`src/rtl/com_fifo_ctrl_pkg.sv`:
```
// com_fifo_ctrl_pkg: register offsets, STAT bit positions and TX FSM states
package com_fifo_ctrl_pkg;
  typedef enum logic [1:0] {REG_DATA, REG_STAT, REG_IER, REG_COUNT} reg_e;
  localparam int STAT_RX_VALID = 0;
  localparam int STAT_RX_FULL = 1;
  localparam int STAT_TX_EMPTY = 2;
  localparam int STAT_TX_FULL = 3;
  localparam int STAT_OVERRUN = 4;
  typedef enum logic [1:0] {IDLE, START, WAIT_HI, WAIT_LO} tx_state_e;
endpackage

```
`src/rtl/com_fifo_ctrl_if.sv`:
```
// com_fifo_ctrl_if: device-bus request/response plus UART PHY handshake
interface com_fifo_ctrl_if;
  logic enable;
  logic read_enable;
  logic [1:0] addr;
  logic [31:0] data_save;
  logic [31:0] data_load;
  logic busy;
  logic intr;
  logic rxd_ready;
  logic [7:0] rxd_data;
  logic txd_busy;
  logic txd_start;
  logic [7:0] txd_data;
  modport slave (
    input enable, read_enable, addr, data_save, rxd_ready, rxd_data, txd_busy,
    output data_load, busy, intr, txd_start, txd_data
  );
  modport master (
    output enable, read_enable, addr, data_save, rxd_ready, rxd_data, txd_busy,
    input data_load, busy, intr, txd_start, txd_data
  );
endinterface

```
`src/rtl/com_fifo_ctrl_sync_fifo.sv`:
```
// sync_fifo: single-clock FIFO; push while full is accepted only alongside a pop
module sync_fifo #(
  parameter int WIDTH = 8,
  parameter int DEPTH_LOG2 = 4
) (
  input  logic clk,
  input  logic rst,
  input  logic push,
  input  logic pop,
  input  logic [WIDTH-1:0] din,
  output logic [WIDTH-1:0] head,
  output logic full,
  output logic empty,
  output logic [DEPTH_LOG2:0] count
);
  logic [WIDTH-1:0] mem [2**DEPTH_LOG2];
  logic [DEPTH_LOG2-1:0] wr_ptr, rd_ptr;
  logic do_push, do_pop;
  assign do_pop = pop & ~empty;
  assign do_push = push & (~full | do_pop);
  assign empty = count == '0;
  assign full = count[DEPTH_LOG2];
  assign head = mem[rd_ptr];
  always_ff @(posedge clk)
    if (do_push) mem[wr_ptr] <= din;
  always_ff @(posedge clk or posedge rst)
    if (rst) begin
      wr_ptr <= '0;
      rd_ptr <= '0;
      count <= '0;
    end else begin
      wr_ptr <= wr_ptr + DEPTH_LOG2'(do_push);
      rd_ptr <= rd_ptr + DEPTH_LOG2'(do_pop);
      count <= count + (DEPTH_LOG2+1)'(do_push) - (DEPTH_LOG2+1)'(do_pop);
    end
endmodule

```
`src/rtl/com_fifo_ctrl.sv`:
```
// com_fifo_ctrl: UART bus responder with RX/TX FIFOs, status, interrupt and TX launcher
module com_fifo_ctrl
  import com_fifo_ctrl_pkg::*;
#(
  parameter int DEPTH_LOG2 = 4
) (
  input logic clk,
  input logic rst,
  com_fifo_ctrl_if.slave bus
);
  logic [7:0] rx_head, tx_head, txd_data_r;
  logic rx_full, rx_empty, tx_full, tx_empty;
  logic [DEPTH_LOG2:0] rx_count, tx_count;
  logic wr_data, busy, acc, rd, wr, rx_pop, tx_pop, tx_push;
  logic [1:0] ier;
  logic overrun, txd_start_r, intr_r;
  logic [31:0] stat, count_word;
  logic unused;
  reg_e sel;
  tx_state_e state, state_n;
  assign sel = reg_e'(bus.addr);
  assign tx_pop = state == IDLE & ~tx_empty & ~bus.txd_busy;
  assign wr_data = bus.enable & ~bus.read_enable & sel == REG_DATA;
  // a launch in the same cycle frees a slot, so a full FIFO need not stall
  assign busy = wr_data & tx_full & ~tx_pop;
  assign acc = bus.enable & ~busy;
  assign rd = acc & bus.read_enable;
  assign wr = acc & ~bus.read_enable;
  assign rx_pop = rd & sel == REG_DATA;
  assign tx_push = wr & sel == REG_DATA;
  assign unused = ^bus.data_save[31:8];
  sync_fifo #(.WIDTH(8), .DEPTH_LOG2(DEPTH_LOG2)) u_rx (
    .clk(clk), .rst(rst), .push(bus.rxd_ready), .pop(rx_pop), .din(bus.rxd_data),
    .head(rx_head), .full(rx_full), .empty(rx_empty), .count(rx_count)
  );
  sync_fifo #(.WIDTH(8), .DEPTH_LOG2(DEPTH_LOG2)) u_tx (
    .clk(clk), .rst(rst), .push(tx_push), .pop(tx_pop), .din(bus.data_save[7:0]),
    .head(tx_head), .full(tx_full), .empty(tx_empty), .count(tx_count)
  );
  always_comb begin
    stat = '0;
    stat[STAT_RX_VALID] = ~rx_empty;
    stat[STAT_RX_FULL] = rx_full;
    stat[STAT_TX_EMPTY] = tx_empty;
    stat[STAT_TX_FULL] = tx_full;
    stat[STAT_OVERRUN] = overrun;
    count_word = {16'(rx_count), 16'(tx_count)};
    bus.data_load = ~rd ? 32'h0 :
                    sel == REG_DATA ? {24'h0, rx_empty ? 8'h00 : rx_head} :
                    sel == REG_STAT ? stat :
                    sel == REG_IER ? {30'h0, ier} : count_word;
  end
  always_comb begin
    state_n = state;
    state_n = state == IDLE ? (tx_pop ? START : IDLE) :
              state == START ? WAIT_HI :
              state == WAIT_HI ? (bus.txd_busy ? WAIT_LO : WAIT_HI) :
              (bus.txd_busy ? WAIT_LO : IDLE);
  end
  always_ff @(posedge clk or posedge rst)
    if (rst) state <= IDLE;
    else state <= state_n;
  always_ff @(posedge clk or posedge rst)
    if (rst) begin
      ier <= '0;
      overrun <= 1'b0;
      txd_start_r <= 1'b0;
      txd_data_r <= '0;
      intr_r <= 1'b0;
    end else begin
      ier <= (wr & sel == REG_IER) ? bus.data_save[1:0] : ier;
      // a fresh overrun beats the clear-on-read of STAT
      overrun <= (bus.rxd_ready & rx_full & ~rx_pop) | (overrun & ~(rd & sel == REG_STAT));
      txd_start_r <= tx_pop;
      txd_data_r <= tx_pop ? tx_head : txd_data_r;
      intr_r <= (ier[0] & ~rx_empty) | (ier[1] & tx_empty & state == IDLE);
    end
  assign bus.busy = busy;
  assign bus.txd_start = txd_start_r;
  assign bus.txd_data = txd_data_r;
  assign bus.intr = intr_r;
endmodule

```
`src/flat_wrapper.sv`:
```
// flat-port wrapper written by rule: the top's interface ports become plain ports
module com_fifo_ctrl_flat import com_fifo_ctrl_pkg::*;
#(
  parameter int DEPTH_LOG2 = 4
)
  (clk, rst, bus_enable, bus_read_enable, bus_addr, bus_data_save, bus_rxd_ready, bus_rxd_data, bus_txd_busy, bus_data_load, bus_busy, bus_intr, bus_txd_start, bus_txd_data);
  com_fifo_ctrl_if bus_i ();
  input logic clk;
  input logic rst;
  input wire logic [$bits(bus_i.enable)-1:0] bus_enable;
  input wire logic [$bits(bus_i.read_enable)-1:0] bus_read_enable;
  input wire logic [$bits(bus_i.addr)-1:0] bus_addr;
  input wire logic [$bits(bus_i.data_save)-1:0] bus_data_save;
  input wire logic [$bits(bus_i.rxd_ready)-1:0] bus_rxd_ready;
  input wire logic [$bits(bus_i.rxd_data)-1:0] bus_rxd_data;
  input wire logic [$bits(bus_i.txd_busy)-1:0] bus_txd_busy;
  output wire logic [$bits(bus_i.data_load)-1:0] bus_data_load;
  output wire logic [$bits(bus_i.busy)-1:0] bus_busy;
  output wire logic [$bits(bus_i.intr)-1:0] bus_intr;
  output wire logic [$bits(bus_i.txd_start)-1:0] bus_txd_start;
  output wire logic [$bits(bus_i.txd_data)-1:0] bus_txd_data;
  assign bus_i.enable = bus_enable;
  assign bus_i.read_enable = bus_read_enable;
  assign bus_i.addr = bus_addr;
  assign bus_i.data_save = bus_data_save;
  assign bus_i.rxd_ready = bus_rxd_ready;
  assign bus_i.rxd_data = bus_rxd_data;
  assign bus_i.txd_busy = bus_txd_busy;
  assign bus_data_load = bus_i.data_load;
  assign bus_busy = bus_i.busy;
  assign bus_intr = bus_i.intr;
  assign bus_txd_start = bus_i.txd_start;
  assign bus_txd_data = bus_i.txd_data;
  com_fifo_ctrl #(.DEPTH_LOG2(DEPTH_LOG2)) u_core (.clk(clk), .rst(rst), .bus(bus_i));
endmodule
```
`config.mk`:
```
export PLATFORM = sky130hd
export DESIGN_NAME = com_fifo_ctrl_flat
export DESIGN_NICKNAME = d
export VERILOG_FILES = /design/src/rtl/com_fifo_ctrl_pkg.sv /design/src/rtl/com_fifo_ctrl_if.sv /design/src/rtl/com_fifo_ctrl_sync_fifo.sv /design/src/rtl/com_fifo_ctrl.sv /design/src/flat_wrapper.sv
export SDC_FILE = /design/constraint.sdc
export NUM_CORES = 1
export LEC_CHECK = 0
export CAP_MARGIN = 20
export CORE_MARGIN = 1
export CORE_UTILIZATION = 30
export CTS_CLUSTER_DIAMETER = 60
export DETAILED_ROUTE_END_ITERATION = 6
export GPL_TIMING_DRIVEN = 0
export SLEW_MARGIN = 20
export SYNTH_ARGS = -nofsm -noshare
export SYNTH_HDL_FRONTEND = slang
export SYNTH_HIERARCHICAL = 1
export SYNTH_SLANG_ARGS = --single-unit
export TNS_END_PERCENT = 5
```
`constraint.sdc`:
```
create_clock -name clk -period 6.9 [get_ports clk]
set_clock_uncertainty 0.15 [all_clocks]
set_input_delay 1.725 -clock clk [delete_from_list [all_inputs] [get_ports clk]]
set_output_delay 1.725 -clock clk [all_outputs]
set_load 0.01 [all_outputs]
```
# == Yosys cells after proc, flatten, opt, wreduce, memory -nomap -nowiden ==
# Memories as Yosys holds them, arrays and structs flattened. A register that Yosys moved wholly into a read port is not among the register bits.
# Index checks and enable logic that the tools add are counted.
# totals
mem_bits_rw,256
regBits,33
output_inout_bits,43
memories,2
wordCells,81
in_bits,48
# memory_table
memory,words,width,read_ports,rd_ports_with_merged_regs,wr,line,text
u_core.u_rx.mem,16,8,1,0,1,com_fifo_ctrl_sync_fifo.sv:16,logic [WIDTH-1:0] mem [2**DEPTH_LOG2];
u_core.u_tx.mem,16,8,1,1,1,com_fifo_ctrl_sync_fifo.sv:16,
# op_classes
n_addsub,8
n_mux,15
n_bitwise,37
n_reduce_logical,4
n_eq_ne,4
# op_table
operator,n
two-way mux 32 bit,3
AND 1 bit,23
two-way mux 21 bit,1
adder 4 x 1 -> 4 bit,4
adder 5 x 1 -> 5 bit,2
logical NOT 5 bit,2
inverter 1 bit,10
subtractor 5 x 1 -> 5 bit,2
two-way mux 2 bit,4
two-way mux 8 bit,1
two-way mux 1 bit,6
"equality test 2 x 1 -> 1 bit, second input constant",2
"equality test 2 bit, second input constant",2
logical NOT 2 bit,2
OR 1 bit,4

# == Logic depth before layout (Yosys ltp) ==
# Gate-level depths: netlist (run 1).
# logic_depth
depth_word,15
depth_mapped,17
depth_no_buf,17

# == Modules after synthesis ==
# Netlist (run 1), hierarchy kept.
# modules_own_cells
mod,cells_per_inst,seq_area_each_um2,instances,area_per_inst_um2
sync_fifo,312,4169.0,2,5725.5
com_fifo_ctrl,104,375.4,1,975.9

# == Least setup slack after synthesis (run 1) ==
# Ideal clock, no wire load.
# synth_path
path_type,input port to output port
from,input bus_addr[0]
to,output bus_busy
cell_stages,3
path_slack_ns,2.407
n_path_buf,1
arrival_time_ns,2.618
required_ns,5.025
cell_sequence,buf_2 or4b_4 nor3b_2
# synth_via
elab_chain_len,4
# synth_lines
element,line,text
from (decl),flat_wrapper.sv:12,input wire logic [$bits(bus_i.addr)-1:0] bus_addr;
logical NOT 2 bit,com_fifo_ctrl.sv:23,assign wr_data = bus.enable & ~bus.read_enable & sel == REG_DATA;
AND 1 bit,com_fifo_ctrl.sv:23,
AND 1 bit (2 in a row),com_fifo_ctrl.sv:25,assign busy = wr_data & tx_full & ~tx_pop;
to (decl),flat_wrapper.sv:18,output wire logic [$bits(bus_i.busy)-1:0] bus_busy;
# No other way between the ends.

# == Worst setup path after layout (run 1) ==
# layout_path
from,input bus_read_enable
to,output bus_data_load[6]
# layout_via
elab_chain_len,9
# layout_lines
element,line,text
from (decl),flat_wrapper.sv:11,input wire logic [$bits(bus_i.read_enable)-1:0] bus_read_enable;
inverter 1 bit,com_fifo_ctrl.sv:23,
AND 1 bit (2 in a row),com_fifo_ctrl.sv:23,
AND 1 bit (2 in a row),com_fifo_ctrl.sv:25,
inverter 1 bit,com_fifo_ctrl.sv:26,assign acc = bus.enable & ~busy;
AND 1 bit,com_fifo_ctrl.sv:26,
AND 1 bit (*),com_fifo_ctrl.sv:27,assign rd = acc & bus.read_enable;
two-way mux 32 bit (*),com_fifo_ctrl.sv:48,bus.data_load = ~rd ? 32'h0 :
to (decl),flat_wrapper.sv:17,output wire logic [$bits(bus_i.data_load)-1:0] bus_data_load;
# Mark *: on every way between the ends. The rest lies on a longest branch, timed or not.

==> out/qor.txt, run 1 <==
==================================================================================
Multi-input gate area                                                     3230 µm²
Hold_buf cts                                                                     0
Number of global-route vias before repair                                     6455
First-pass GRT wire length                                                39500 µm
Average cell area after synthesis                                         17.1 µm²
Cell with the largest stage delay on the worst path                         nor4_1
X dimension of the die                                                      206 µm
Htree depth                                                                      1
Fraction of registers with async set/reset                                   0.138
Port Buffers                                                                    45
Start-to-end type of the worst setup path                             input port to output port
Highest cell delay on the worst timing path                                 740 ps
Worst Path Buf+Inv                                                               2
Cell area power density                                                 376 nW/µm²
Antenna-violating nets left                                                      0
Class of the most critical hold timing path                           flop to flop
Final hold viol count                                                            0
Effective utilization at floorplan                                           0.304
Detailed-route via count                                                      6427
RSZ-0062 raised after global routing                                         false
Maximum vdd ir drop                                                       0.194 mV
Number of buffers added for setup after CTS                                      0
Detail-routed via count per cell                                              4.65
Proportion of synthesized chip area in sequential cells                      0.701
DRC viols                                                                        0
Internal power                                                           0.00384 W
Length of the first detailed-routing pass in iterations                          5
Clock tree sinks                                                               297
Setup Total Neg Slack                                                         0 ps
Number of antenna cells inserted                                                 0
Maximum capacitance violations                                                   0
Switching share of power                                                     0.302
Clock tree from TritonCTS                                                     done
Transition time of the tightest slew-check pin                             1020 ps
Critical path's top delay family                                      simple AND/OR/NAND/NOR gates
Antenna violations before repair                                                 1
Register share of total power                                                0.404
Final period demand of the worst path                                      5920 ps
Peak fanout along the critical path                                              9
Combined global-route utilization of all metal layers                        0.125
Number of primary I/O pins                                                      91
CP arrival                                                                 4050 ps
Post-CTS sizing                                                                  0
Post-synth design cell area                                              12400 µm²
Share of the clock period used by the worst path after layout                0.858
Type of origin of the critical path                                     input port
Nature of the critical path endpoint                                   output port
Final HPWL DP                                                             17200 µm
Register area                                                             8710 µm²
Number of different library cells in the post-synthesis netlist                 43
Last weighted congestion value of the routability-driven placer              0.766
Leading cell types by total area after synthesis                      edfxtp_1 62%, dfrtp_1 8.3%, mux4_2 5.8%
Max Transition Viols Final                                                       0
FILL cells                                                                    3858
Clock latency on the worst-skew pair                                        560 ps
Clock transition at path regs                                                60 ps
Area of the die                                                          42200 µm²
Maximum number of pins on one net before global-route repair                    18
DR WL/cell                                                                 18.9 µm
Net Sw Power                                                             0.00166 W
Post-placement setup slack                                                 1050 ps
Final Net Count                                                                894
Area inside the core boundary                                            40800 µm²
Drt first-iter violations                                                      380
Synthesized instance count                                                     728
CP Cell Sequence                                                      clkdlybuf4s50_1, nand2_1, nor4_1, and2_1, clkdlybuf4s50_1
Finish-stage setup viols                                                         0
Primary FF master, synth                                                  edfxtp_1
Chip height                                                                 206 µm
Slew margin rel.                                                             0.311
Leading area contributor after synthesis                                  edfxtp_1
Global route total overflow                                                      0
Number of register bits inferred by synthesis                                  297
Fraction of synthesized cell area taken by the top area cell type            0.619
Share of final-layout standard cells stronger than drive strength 1          0.180
Run status                                                            finished, final reports clean
Total number of yosys warnings                                                   6
Root buffer cell                                                         clkbuf_16
Final wirelength                                                          26100 µm
Reported leakage power                                                     5.17 nW
Logic gate share of total power                                              0.304
Clock share of power                                                         0.293
Post-synth EDFFs                                                               256
Fmax achieved                                                              169 MHz
Bufs on Longest Clock Path                                                       3
Synth-to-Final Area Change                                                   17.7%
Cell seen most often among critical-path stages                       clkdlybuf4s50_1
Final setup margin                                                          977 ps
Cell Rows                                                                       74
Number of clock buffers inserted by TritonCTS                                   31
Worst EP required                                                          5030 ps
==================================================================================
## final cells by class
| type | instances | area share |
|---|---|---|
| multi-input cells | 363 | 0.221 |
| inverters | 29 | 0.00744 |
| well taps | 532 | 0.0455 |
| repair buffers | 45 | 0.0308 |
| flip-flops and latches | 297 | 0.596 |
| plain buffers | 57 | 0.0328 |
| clock buffers | 39 | 0.0551 |
| clock inverters | 19 | 0.0119 |
## power by group through the flow
stage	logic [W]	registers, W	clock network [W]
finish	0.00167	0.00222	0.00161
global route	0.00182	0.00224	0.00171
CTS	0.00168	0.00222	0.00165
detailed placement	0.00168	0.00225	0
global placement	0.00165	0.00225	0
floorplan	0.00119	0.00224	0
## Yosys cell counts (all sizes together) (7+ instances only)
cell type / number
edfxtp: 256
mux2i: 65
buf: 49
dfrtp: 41
a221oi: 36
nor2: 35
mux4: 32
nand2: 31
inv: 29
ha: 20
o21ai: 20
a22oi: 16
and2: 10
mux2: 10
nor3: 9
clkbuf: 8
xnor2: 8
xor2: 8
a21oi: 7
## cell families after synthesis
group                      synth area share
DFF                                   0.701
and+or+nand+nor                      0.0439
muxes                                 0.119
AOI/OAI and AO/OA                    0.0533
buffers and inverters                0.0473
adders and majority gates            0.0234
xor gates and xnor gates             0.0113
other                              0.000302
## worst register-to-register path, stage by stage (launching register included)
cell and delay (ps):
dfrtp_1 410, inv_1 90, ha_1 140, nor4b_1 640
nor2_1 110, nand2_1 150, inv_2 160, o21ai_1 300
ha_1 280, inv_1 60, ha_1 160, inv_1 60
fa_1 420, inv_1 70, a21oi_1 60, o21bai_1 170
xnor2_1 140
## metrics by stage
stage	total power, W	cell area, µm²	utilization	std cells	hold WS [ps]
2_1_floorplan	0.00343	12500	-	746	320
3_3_place_gp	0.00390	13600	0.333	1323	340
3_5_place_dp	0.00393	13700	0.334	1323	348
4_1_cts	0.00555	14600	0.358	1381	363
5_1_grt	0.00577	14600	0.358	1381	372
6_report	0.00549	14600	0.358	1381	358
## metal layers
| metal | routed length, µm | vias to the layer above | GRT usage |
|---|---|---|---|
| li1 | - | 2980 | - |
| met1 | 11600 | 3235 | 0.170 |
| met2 | 12700 | 158 | 0.208 |
| met3 | 1160 | 52 | 0.0209 |
| met4 | 684 | 2 | 0.0344 |
| met5 | 13 | - | 0 |
## state kept, by name, summed over array words and instances (netlist names)
name                  flops
u_core/u_tx/wr_ptr        4
u_core/overrun            1
u_core/bus.txd_data       8
u_core/u_tx/count         5
u_core/bus.intr           1
u_core/u_rx/wr_ptr        4
u_core/ier                2
u_core/state              2
u_core/bus.txd_start      1
u_core/u_rx/mem         128
u_core/u_tx/rd_ptr        4
u_core/u_rx/count         5
u_core/u_rx/rd_ptr        4
u_core/u_tx/mem         128
## cells in the final DEF (no fill, tap or decap), drive strengths merged, types with 3 or more instances in the layout
master	n
xor2	8
nand2b	5
nand2	31
or3	3
ha	20
nand3	6
clkdlybuf4s50	45
nand3b	4
and2	10
clkbuf	47
edfxtp	256
dfrtp	41
buf	49
o21ai	20
clkinv	13
a221oi	36
mux4	32
mux2	10
a22oi	16
xnor2	8
a211oi	4
nor2	35
conb	19
mux2i	65
a21oi	7
bufinv	3
inv	31
nor3	9
## path summary, 6_finish.rpt
path	start	end	slack [ps]	cells after the start
setup / recovery	bus_read_enable	bus_data_load[6]	980	5
hold / removal	u_core/u_tx/rd_ptr[0]$_DFF_PP0_	u_core/u_tx/rd_ptr[0]$_DFF_PP0_	360	1
setup reg to reg	u_core/u_tx/count[2]$_DFF_PP0_	u_core/u_tx/count[4]$_DFF_PP0_	3270	16
hold reg to reg	u_core/u_tx/rd_ptr[0]$_DFF_PP0_	u_core/u_tx/rd_ptr[0]$_DFF_PP0_	360	1
max in group asynchronous	rst	u_core/state[0]$_DFF_PP0_	4580	2
min in group asynchronous	rst	u_core/u_tx/wr_ptr[3]$_DFF_PP0_	1530	2
Note: power is estimated with default switching activity, not from simulation.
==> run 2, diff against run 1 <==
--- a/config.mk
+++ b/config.mk
@@ -8,7 +8,7 @@
 export CAP_MARGIN = 20
 export CORE_MARGIN = 1
 export CORE_UTILIZATION = 30
-export CTS_CLUSTER_DIAMETER = 60
+export CTS_CLUSTER_DIAMETER = 40
 export DETAILED_ROUTE_END_ITERATION = 6
 export GPL_TIMING_DRIVEN = 0
 export SLEW_MARGIN = 20
==> out/qor.txt, run 2 (same netlist as run 1, synthesis figures left out) <==
=====================================================================================
Area inside the core boundary                                               40800 µm²   unchanged
Area of the die                                                             42200 µm²   unchanged
Startpoint of the worst hold path                                        u_core/u_tx/rd_ptr[0]$_DFF_PP0_
Number of buffers added for setup after CTS                                         0   unchanged
Clock latency on the worst-skew pair                                           530 ps   -30 ps
RSZ-0062 raised after global routing                                            false
Number of primary I/O pins                                                         91   unchanged
Cell area power density                                                    397 nW/µm²   +5.7%
Fmax achieved                                                                 170 MHz   +0.45%
Port Buffers                                                                       45   unchanged
Setup Total Neg Slack                                                            0 ps   unchanged
Max Transition Viols Final                                                          0   unchanged
Nature of the critical path endpoint                                      output port
Final Net Count                                                                   902   +0.89%
Cell total after placement                                                       1323   unchanged
CP Cell Sequence                                                         clkdlybuf4s50_1, nand2_1, nor4_1, and2_1, clkdlybuf4s50_1
X dimension of the die                                                         206 µm   unchanged
Antenna violations before repair                                                    1   unchanged
Combined global-route utilization of all metal layers                           0.128   +0.00235
Peak fanout along the critical path                                                 9   unchanged
Critical path's top delay family                                         simple AND/OR/NAND/NOR gates
Htree depth                                                                         2   +1
Most frequent standard cell in the layout excluding fill and tap cells       edfxtp_1
DRC viols                                                                           0   unchanged
Bufs on Longest Clock Path                                                          3   unchanged
Number of clock buffers inserted by TritonCTS                                      39   +26%
First-pass GRT wire length                                                   40000 µm   +1.2%
Antenna-violating nets left                                                         0   unchanged
Root buffer cell                                                            clkbuf_16
Maximum vdd ir drop                                                          0.165 mV   -15%
Worst Path Buf+Inv                                                                  2   unchanged
Drt first-iter violations                                                         319   -16%
Reported leakage power                                                        5.35 nW   +3.6%
Critical Path Start                                                      bus_read_enable
Detail-routed via count per cell                                                 4.64   -0.20%
Cell seen most often among critical-path stages                          clkdlybuf4s50_1
CP arrival                                                                    4020 ps   -30 ps
Number of global-route vias before repair                                        6566   +1.7%
Multi-input gate area                                                        3230 µm²   unchanged
Highest cell delay on the worst timing path                                    720 ps   -20 ps
Slew margin rel.                                                                0.308   -0.00296
Synth-to-Final Area Change                                                      20.7%
Commonest non-fill, non-tap cells in the layout                          256 x edfxtp_1, 65 x mux2i_1, 45 x clkdlybuf4s50_1, 41 x dfrtp_1, 40 x clkbuf_16
Run status                                                               finished, final reports clean
Final period demand of the worst path                                         5900 ps   -26.7 ps
Post-route insts no fill                                                         1392   +0.80%
Final HPWL DP                                                                17200 µm   unchanged
Post-CTS sizing                                                                     0   unchanged
FILL cells                                                                       3826   -0.83%
Global route total overflow                                                         0   unchanged
Final hold viol count                                                               0   unchanged
Detailed-route via count                                                         6465   +0.59%
Cell with the largest stage delay on the worst path                            nor4_1
Clock transition at path regs                                                   50 ps   about the same
Final wirelength                                                             26400 µm   +0.87%
Clock tree sinks                                                                  297   unchanged
Maximum capacitance violations                                                      0   unchanged
Launching point of the worst reg2reg path                                u_core/u_tx/count[2]$_DFF_PP0_
Share of the clock period used by the worst path after layout                   0.854   -0.00388
Start-to-end type of the worst setup path                                input port to output port
Transition time of the tightest slew-check pin                                1020 ps   +4.38 ps
Clock tree from TritonCTS                                                        done
Cell Rows                                                                          74   unchanged
Type of origin of the critical path                                        input port
DR WL/cell                                                                    18.9 µm   about the same
Hold_buf cts                                                                        0   unchanged
Share of final-layout standard cells stronger than drive strength 1             0.202   +0.0221
Worst EP required                                                             5030 ps   about the same
Maximum number of pins on one net before global-route repair                       18   unchanged
Length of the first detailed-routing pass in iterations                             5   unchanged
Register area                                                                8710 µm²   unchanged
Effective utilization at floorplan                                              0.304   unchanged
Chip height                                                                    206 µm   unchanged
Class of the most critical hold timing path                              flop to flop
Last weighted congestion value of the routability-driven placer                 0.766   unchanged
Number of antenna cells inserted                                                    0   unchanged
Finish-stage setup viols                                                            0   unchanged
=====================================================================================
## run 2: cell types whose count changed in the layout (fill, tap and decap cells not counted), sizes merged
cell	previous run	this run
clkbuf	47	52
bufinv	3	5
inv	31	36
clkinv	13	12
## run 2: worst reg2reg max path, stage by stage, from the launching register on
cell      delay (ps)
dfrtp_1          410
inv_1             90
ha_1             140
nor4b_1          640
nor2_1           110
nand2_1          150
inv_2            150
o21ai_1          290
ha_1             280
inv_1             60
ha_1             160
inv_1             60
fa_1             420
inv_1             70
a21oi_1           60
o21bai_1         170
xnor2_1          140
## run 2: report_power, final
part | internal (W) | switching, W
Sequential | 0.00212 | 0.0000972
Combinational | 0.000779 | 0.000888
Clock | 0.00127 | 0.000793
## run 2: final cells by class
cell class	instances	share of cell area
inverters	29	0.00726
multi-input cells	363	0.216
repair buffers	45	0.0300
clock inverters	25	0.0222
well taps	532	0.0444
plain buffers	57	0.0319
flip-flops and latches	297	0.581
clock buffers	44	0.0677
## run 2: worst paths after layout
kind,endpoint,depth (start not counted),slack [ps]
setup / recovery,bus_data_load[6],5,1000
max in group asynchronous,u_core/state[0]$_DFF_PP0_,2,4530
hold reg to reg,u_core/u_tx/rd_ptr[0]$_DFF_PP0_,1,360
min in group asynchronous,u_core/u_tx/wr_ptr[0]$_DFF_PP0_,2,1560
hold / removal,u_core/u_tx/rd_ptr[0]$_DFF_PP0_,1,360
setup reg to reg,u_core/u_tx/count[4]$_DFF_PP0_,16,3260
## run 2: per-layer routing
| metal | track usage | share of wire |
|---|---|---|
| met1 | 0.168 | 0.44 |
| met2 | 0.210 | 0.49 |
| met3 | 0.0258 | 0.042 |
| met4 | 0.0431 | 0.027 |
| met5 | 0 | 0.00049 |
## run 2: per-stage QoR
step	worst slack [ps]	instance area (µm²)	hold WS (ps)	total power, W	util
floorplan	2410	12500	320	0.00343	-
global placement	1030	13600	340	0.00390	0.333
detailed placement	1050	13700	348	0.00393	0.334
CTS	1040	15000	362	0.00602	0.367
global route	906	15000	371	0.00625	0.367
finish	1000	15000	357	0.00595	0.367
==> run 3, diff against run 2 <==
--- a/config.mk
+++ b/config.mk
@@ -5,12 +5,12 @@
 export SDC_FILE = /design/constraint.sdc
 export NUM_CORES = 1
 export LEC_CHECK = 0
-export CAP_MARGIN = 20
 export CORE_MARGIN = 1
 export CORE_UTILIZATION = 30
 export CTS_CLUSTER_DIAMETER = 40
 export DETAILED_ROUTE_END_ITERATION = 6
-export GPL_TIMING_DRIVEN = 0
+export GPL_ROUTABILITY_DRIVEN = 0
+export GPL_TIMING_DRIVEN = 1
 export SLEW_MARGIN = 20
 export SYNTH_ARGS = -nofsm -noshare
 export SYNTH_HDL_FRONTEND = slang
==> out/qor.txt, run 3 (same netlist as run 1, synthesis figures left out) <==
=====================================================================================
Run status                                                               finished, final reports clean
FILL cells                                                                       3811   -0.39%
DR WL/cell                                                                    18.9 µm   -0.50%
Length of the first detailed-routing pass in iterations                             5   unchanged
Cell with the largest stage delay on the worst path                           dfrtp_2
Clock latency on the worst-skew pair                                           520 ps   about the same
Number of antenna cells inserted                                                    0   unchanged
Final period demand of the worst path                                         5680 ps   -220 ps
Maximum vdd ir drop                                                          0.169 mV   +2.6%
Nature of the critical path endpoint                                      output port
Drt first-iter violations                                                         420   +32%
Combined global-route utilization of all metal layers                           0.122   -0.00613
Cell depth of the worst hold path                                                   1   unchanged
Detail-routed via count per cell                                                 4.71   +1.3%
End of the worst register-to-register path                               u_core/u_tx/count[4]$_DFF_PP0_
Worst min-delay path endpoint                                            u_core/bus.txd_data[0]$_DFFE_PP0P_
Reported leakage power                                                        5.09 nW   -4.9%
Finish-stage setup viols                                                            0   unchanged
Clock tree from TritonCTS                                                        done
Effective utilization at floorplan                                              0.304   unchanged
Transition time of the tightest slew-check pin                                 903 ps   -120 ps
Startpoint of the worst hold path                                        u_core/bus.txd_data[0]$_DFFE_PP0P_
Area of the die                                                             42200 µm²   unchanged
Cell count of the worst reg-to-reg path                                            16   unchanged
Max Transition Viols Final                                                          0   unchanged
Cell Rows                                                                          74   unchanged
Critical Path Start                                                      u_core/u_rx/rd_ptr[0]$_DFF_PP0_
Number of buffers added for setup after CTS                                         0   unchanged
Htree depth                                                                         2   unchanged
First-pass GRT wire length                                                   38400 µm   -3.9%
Most frequent standard cell in the layout excluding fill and tap cells       edfxtp_1
Detailed-route via count                                                         6362   -1.6%
Post-CTS sizing                                                                     0   unchanged
Final HPWL DP                                                                16400 µm   -4.7%
Fmax achieved                                                                 176 MHz   +3.9%
X dimension of the die                                                         206 µm   unchanged
Number of primary I/O pins                                                         91   unchanged
Global route total overflow                                                         0   unchanged
Cell seen most often among critical-path stages                              a221oi_1
Class of the most critical hold timing path                              flop to flop
CP arrival                                                                    3800 ps   -220 ps
Number of clock buffers inserted by TritonCTS                                      38   -2.6%
Highest cell delay on the worst timing path                                    890 ps   +170 ps
Worst Path Buf+Inv                                                                  2   unchanged
Post-Layout Inst Area                                                       14600 µm²   -2.9%
Area inside the core boundary                                               40800 µm²   unchanged
Placement-stage cell area                                                   13300 µm²   -2.8%
Cell area power density                                                    393 nW/µm²   -0.95%
Launching point of the worst reg2reg path                                u_core/u_tx/count[3]$_DFF_PP0_
Maximum capacitance violations                                                      0   unchanged
Share of the clock period used by the worst path after layout                   0.823   -0.0319
Antenna-violating nets left                                                         0   unchanged
Clock tree sinks                                                                  297   unchanged
Port Buffers                                                                       47   +4.4%
Setup Total Neg Slack                                                            0 ps   unchanged
Final Net Count                                                                   861   -4.5%
Chip height                                                                    206 µm   unchanged
Critical path's top delay family                                         compound AO/OA/AOI/OAI gates
Worst EP required                                                             5030 ps   about the same
CP Cell Sequence                                                         buf_4, mux2i_1, a221oi_1, a22oi_1, nand2_1, a221oi_1, a211oi_1, clkdlybuf4s50_1
Commonest non-fill, non-tap cells in the layout                          256 x edfxtp_1, 65 x mux2i_1, 47 x clkdlybuf4s50_1, 39 x dfrtp_1, 38 x clkbuf_16
Number of global-route vias before repair                                        6256   -4.7%
Bufs on Longest Clock Path                                                          3   unchanged
Root buffer cell                                                            clkbuf_16
DRC viols                                                                           0   unchanged
Start-to-end type of the worst setup path                                flop to output port
Slew margin rel.                                                                0.398   +0.0899
Peak fanout along the critical path                                                27   +18
Maximum number of pins on one net before global-route repair                       41   +23
Share of final-layout standard cells stronger than drive strength 1             0.161   -0.0413
Type of origin of the critical path                                              flop
Antenna violations before repair                                                    1   unchanged
Final wirelength                                                             25500 µm   -3.4%
Final hold viol count                                                               0   unchanged
Hold_buf cts                                                                        0   unchanged
Synth-to-Final Area Change                                                      17.3%
RSZ-0062 raised after global routing                                            false
Reg2Reg Setup Slack                                                           3190 ps   -70 ps
Clock transition at path regs                                                   60 ps   about the same
=====================================================================================
[run 3: cell type report]
class                           count  area (µm²)  share of cell area
Clock buffer                       43         970              0.0665
Clock inverter                     26         335              0.0230
Inverter                           29         109             0.00747
Multi-Input combinational cell    363        3190               0.219
Sequential cell                   297        8720               0.598
Tap cell                          532         666              0.0457
Timing Repair Buffer               62         583              0.0400
[run 3: layer usage]
layer  vias to the layer above  wire [µm]  track usage
met5                         -         13            0
met4                         2        386       0.0302
met3                        36       1390       0.0282
met2                       166      12400        0.197
met1                      3226      11300        0.164
li1                       2932          -            -
[run 3: how the worst max path moves through the flow]
stage          depth (start not counted)          endpoint  slack, ps
2_1_floorplan                          3          bus_busy       2410
6_report                               8  bus_data_load[1]       1220
3_5_place_dp                           4          bus_busy       1220
3_3_place_gp                           4          bus_busy       1220
5_1_grt                                8  bus_data_load[1]        990
4_1_cts                                8  bus_data_load[1]       1180
[run 3: report_power, final]
part | switching, W | total, W | internal [W]
sequential | 0.000235 | 0.00235 | 0.00212
clock | 0.000769 | 0.00202 | 0.00125
combinational | 0.000694 | 0.00135 | 0.000656
total | 0.00170 | 0.00573 | 0.00403
[run 3: stage by stage]
step	instances	hold WS (ps)	power, W	setup WS, ps	util
final	1352	353	0.00573	1220	0.357
after global routing	1352	368	0.00601	986	0.357
after CTS	1352	358	0.00580	1180	0.357
after detailed placement	1283	347	0.00376	1220	0.325
after global placement	1283	333	0.00374	1220	0.325
after floorplan	746	320	0.00343	2410	-
